$ cat src/rtl/mul_arbiter.sv
// Round-robin front end that shares one req/ack pulse multiplier between
// num_clients requesters, buffering one operand pair per client.
module mul_arbiter #(
  parameter int num_clients = 4,
  parameter int width       = 32
) (
  input  logic                           clk,
  input  logic                           rst,
  input  logic [num_clients-1:0]         cli_req,
  input  logic [num_clients*width-1:0]   cli_a,
  input  logic [num_clients*width-1:0]   cli_b,
  output logic [num_clients-1:0]         cli_ack,
  output logic [width-1:0]               cli_out,
  output logic                           mul_req,
  output logic [width-1:0]               mul_a,
  output logic [width-1:0]               mul_b,
  input  logic                           mul_ack,
  input  logic [width-1:0]               mul_out
);

  localparam int IDX_W = $clog2(num_clients);

  localparam logic [1:0] S_IDLE  = 2'd0;
  localparam logic [1:0] S_ISSUE = 2'd1;
  localparam logic [1:0] S_WAIT  = 2'd2;
  localparam logic [1:0] S_DONE  = 2'd3;

  localparam logic [IDX_W-1:0] LAST_RST = IDX_W'(num_clients - 1);

  logic [1:0]             r_state;
  logic [num_clients-1:0] r_pending;
  logic [width-1:0]       r_a_q [num_clients];
  logic [width-1:0]       r_b_q [num_clients];
  logic [IDX_W-1:0]       r_sel;
  logic [IDX_W-1:0]       r_last;
  logic [num_clients-1:0] r_cli_ack;
  logic [width-1:0]       r_cli_out;
  logic                   r_mul_req;
  logic [width-1:0]       r_mul_a;
  logic [width-1:0]       r_mul_b;

  logic [num_clients-1:0] w_sel_oh;
  logic [num_clients-1:0] w_clear;
  logic [num_clients-1:0] w_accept;
  logic [IDX_W-1:0]       w_cand [num_clients];
  logic [IDX_W-1:0]       w_sel;
  logic                   w_found;

  // NOTE: every variable assigned in always_comb gets a default first, so no path can infer a latch.
  always_comb begin
    w_sel_oh        = '0;
    w_sel_oh[r_sel] = 1'b1;
    w_clear         = (r_state == S_DONE) ? w_sel_oh : '0;
    // A re-request in the ack cycle is accepted: set wins over clear.
    w_accept        = cli_req & (~r_pending | w_clear);
  end

  // Search upward from last+1 (modulo num_clients) for the first pending client.
  always_comb begin
    w_found = 1'b0;
    w_sel   = r_last;
    for (int k = 0; k < num_clients; k++) begin
      w_cand[k] = IDX_W'((int'(r_last) + k + 1) % num_clients);
    end
    for (int k = 0; k < num_clients; k++) begin
      if (!w_found && r_pending[w_cand[k]]) begin
        w_found = 1'b1;
        w_sel   = w_cand[k];
      end
    end
  end

  // NOTE: operand storage has no reset; its contents are only read while the matching pending bit is set.
  always_ff @(posedge clk) begin
    for (int i = 0; i < num_clients; i++) begin
      if (w_accept[i]) begin
        r_a_q[i] <= cli_a[i*width +: width];
        r_b_q[i] <= cli_b[i*width +: width];
      end
    end
  end

  // NOTE: sequential state uses non-blocking assignments so every register samples pre-edge values.
  always_ff @(posedge clk or negedge rst) begin
    if (!rst) begin
      r_state   <= S_IDLE;
      r_pending <= '0;
      r_sel     <= '0;
      r_last    <= LAST_RST;
      r_cli_ack <= '0;
      r_cli_out <= '0;
      r_mul_req <= 1'b0;
      r_mul_a   <= '0;
      r_mul_b   <= '0;
    end else begin
      r_pending <= (r_pending & ~w_clear) | w_accept;
      case (r_state)
        S_IDLE: begin
          if (|r_pending) begin
            r_sel     <= w_sel;
            r_mul_req <= 1'b1;
            r_mul_a   <= r_a_q[w_sel];
            r_mul_b   <= r_b_q[w_sel];
            r_state   <= S_ISSUE;
          end
        end
        S_ISSUE: begin
          r_mul_req <= 1'b0;
          r_state   <= S_WAIT;
        end
        S_WAIT: begin
          if (mul_ack) begin
            r_cli_out <= mul_out;
            r_cli_ack <= w_sel_oh;
            r_state   <= S_DONE;
          end
        end
        S_DONE: begin
          r_cli_ack <= '0;
          r_last    <= r_sel;
          r_state   <= S_IDLE;
        end
        default: r_state <= S_IDLE;
      endcase
    end
  end

  assign cli_ack = r_cli_ack;
  assign cli_out = r_cli_out;
  assign mul_req = r_mul_req;
  assign mul_a   = r_mul_a;
  assign mul_b   = r_mul_b;

endmodule

$ cat config.mk
export PLATFORM = sky130hd
export DESIGN_NAME = mul_arbiter
export DESIGN_NICKNAME = d
export VERILOG_FILES = /design/src/rtl/mul_arbiter.sv
export SDC_FILE = /design/constraint.sdc
export NUM_CORES = 1
export LEC_CHECK = 0
export ABC_AREA = 1
export ABC_CLOCK_PERIOD_IN_PS = 9400
export CAP_MARGIN = 20
export CORE_MARGIN = 5
export CORE_UTILIZATION = 30
export CTS_BUF_LIST = sky130_fd_sc_hd__clkbuf_8
export DETAILED_ROUTE_END_ITERATION = 10
export DONT_BUFFER_PORTS = 1
export PLACE_DENSITY_LB_ADDON = 0.05
export RECOVER_POWER = 25
export SYNTH_ARGS = -nofsm -noshare
export SYNTH_HDL_FRONTEND = slang
export SYNTH_SLANG_ARGS = --single-unit
$ cat constraint.sdc
create_clock -name clk -period 9.4 [get_ports clk]
set_clock_uncertainty 0.1 [all_clocks]
set_input_delay 0.94 -clock clk [delete_from_list [all_inputs] [get_ports clk]]
set_output_delay 0.94 -clock clk [all_outputs]
set_load 0.02 [all_outputs]
==> impl_metrics.env <==
export IMPL_cts_sinks=367
export IMPL_grt_pass1_wl_um=69950
export IMPL_dp_hpwl_um=30250
export IMPL_drc=0
export IMPL_cpMostUsedCell="nand2_1"
export IMPL_clk_pin_slew_ns=0.06
export IMPL_die_h_um=231.4
export IMPL_yosys_register_bits=367
export IMPL_worst_setup_path_type="reg -> reg"
export IMPL_crit_buf_inv=3
export IMPL_rsz0062_at_grt="no"
export IMPL_whs_ns=0.1910
export IMPL_place_congestion=0.7599
export IMPL_seq_power_share_pct=38.9
export IMPL_cp_cell_sequence="inv_2 > nand2_1 > nand2_1 > nand2_2 > nand2_2 > inv_4 > nand3_4 > nand2_4 > buf_4 > nand2_1 > nand3_1 > nand3_1 > nand2_1"
export IMPL_grt_max_degree=110
export IMPL_p_clk_share_pct=21.9
export IMPL_track_usage_pct=17.76
export IMPL_place_inst=1950
export IMPL_fin_util_pct=34.37
export IMPL_ant_nets=0
export IMPL_comb_power_share_pct=39.2
export IMPL_num_rows=81
export IMPL_peakVddDrop_v=0.0002390
export IMPL_leakagePower_nw=7.058
export IMPL_antenna_found_initial=25
export IMPL_dieWidth_um=231.4
export IMPL_place_ws_ns=5.349
export IMPL_synth_area_per_cell_um2=10.95
export IMPL_slowest_delay_ns=0.71
export IMPL_root_buffer="clkbuf_8"
export IMPL_end_kind="register"
export IMPL_syn_inst=1342
export IMPL_wl_um=48200
export IMPL_setup_viol=0
export IMPL_multi_input_area_um2=3615
export IMPL_dr_pass1_iters=4
export IMPL_port_buffers=0
export IMPL_drt_iter0_drc=591
export IMPL_hp_class="in -> async"
export IMPL_slew_headroom_pct=31.62
export IMPL_clock_path_buffers=3
export IMPL_ctsHoldBuffers=2
export IMPL_critPathMaxFanout=69
export IMPL_nNetsFinal=1660
export IMPL_slowest_stage="buf_4"
export IMPL_gr_total_overflow=0
export IMPL_fin_ws_ns=5.534
export IMPL_vias=9646
export IMPL_routedWlPerCell_um=23.05
export IMPL_ys_seq_area_share_pct=71.21
export IMPL_ys_warnings_count=0
export IMPL_fin_area_um2=16760
export IMPL_clk_latency_ns=0.64
export IMPL_crit_family="simple AND/OR/NAND/NOR gates"
export IMPL_cts_resized=0
export IMPL_start_kind="register"
export IMPL_worstPathRequired_ns=9.88
export IMPL_powerDensity_nw_per_um2=409.3
export IMPL_ys_top_cells_by_area="edfxtp_1 (52%), dfrtp_1 (19%), nand2_1 (13%), nand3_1 (8.9%), inv_1 (1.9%)"
export IMPL_post_cts_buffers=0
export IMPL_dieArea_um2=53520
export IMPL_min_period_over_period_pct=41.13
export IMPL_viasPerCell=4.613
export IMPL_syn_nets=1642
export IMPL_htree_num_levels=3
export IMPL_stdcell_count=2091
export IMPL_drive_gt1_share_pct=9.329
export IMPL_synth_distinct_cells=26
export IMPL_pin_count=396
export IMPL_cts_tree="done"
export IMPL_status="complete, no violations"
export IMPL_netlist_area_um2=14700
export IMPL_layout_commonest_cell="nand2_1"
export IMPL_final_hold_violation_count=0
export IMPL_cp_arrival_ns=4.34
export IMPL_finalPower_mw=6.858
export IMPL_min_period_ns=3.866
export IMPL_fin_setup_tns_ns=0
export IMPL_worst_slew_pin_slew_ns=1.026
export IMPL_drv_slew=0
export IMPL_mostFrequentLayoutCells="nand2_1 (519), nand3_1 (261), edfxtp_1 (256), dfrtp_1 (109), inv_1 (102)"
export IMPL_grt_pass1_vias=10030
export IMPL_cts_made_buffers=70
export IMPL_p_sw_share_pct=46.35
export IMPL_max_cap_violations=0
export IMPL_p_switching_mw=3.179
export IMPL_fillCellCount=4946
export IMPL_max_freq_mhz=258.7
export IMPL_intPower_mw=3.679
export IMPL_start_util_pct=30.15
export IMPL_area_growth_pct=13.99
export IMPL_synth_top_area_share_pct=52.30
export IMPL_core_area_um2=48750
export IMPL_synth_top_area_cell="edfxtp_1"
export IMPL_regArea_um2=10470
export IMPL_post_dp_cell_area_um2=15360
per-layer routing:
metal	vias up	part of all wire (%)	track usage, %
li1	4546	-	-
met3	82	8.2	7.644
met4	24	1.8	4.290
met1	4673	41	21.61
met2	321	49	29.33
met5	-	0.35	0
Yosys cell counts:
master      n
nand2_1   520
nand3_1   262
edfxtp_1  256
dfrtp_1   109
inv_1      73
buf_2      35
clkbuf_1   18
buf_4      15
o21ai_0    13
nor2_1      7
nand2_2     6
ha_1        5
buf_1       3
inv_2       3
o22ai_1     3
dfstp_2     2
nand2_4     2
or2_2       2
a21oi_1     1
buf_6       1
inv_4       1
nand3_2     1
nand3_4     1
nand4_1     1
nor4_1      1
o32ai_1     1
state kept, by name (all words and copies together) (netlist names):
signal / cells
cli_ack: 4
cli_out: 32
mul_a: 32
mul_b: 32
mul_req: 1
r_a_q: 128
r_b_q: 128
r_last: 2
r_pending: 4
r_sel: 2
r_state: 2
kinds of logic after synthesis:
group	share of synthesized area [%]
AOI/OAI and AO/OA	0.6639
DFF	71.21
buffers and inverters	4.554
adders and majority gates	0.4256
and+or+nand+nor	23.14
cell type report:
class                           count  share of cell area [%]
Antenna cell                       12                  0.1792
Clock buffer                       80                   6.571
Clock inverter                     47                   1.366
Inverter                           77                   1.747
Multi-Input combinational cell    826                   21.57
Sequential cell                   367                   62.47
Tap cell                          664                   4.958
Timing Repair Buffer               18                   1.135
final timing paths:
check,endpoint,from,slack (ns),cells after the start
setup / recovery,mul_b[15],r_last[0],5.53,13
hold / removal,mul_a[12],rst,0.19,1
setup reg to reg,mul_b[15],r_last[0],5.53,13
hold reg to reg,mul_a[6],r_a_q[3][6],0.46,4
max in group asynchronous,r_last[0],rst,8.45,1
min in group clk,r_a_q[1][10],cli_a[42],0.29,0
power by group through the flow:
stage	Sequential [mW]	Combinational [mW]	Clock, mW
detailed placement	2.71	2.78	0
global route	2.71	3.10	1.65
floorplan	2.59	2.00	0
CTS	2.68	2.81	1.57
finish	2.67	2.69	1.50
global placement	2.71	2.75	0
Note: power is estimated with default switching activity, not from simulation.
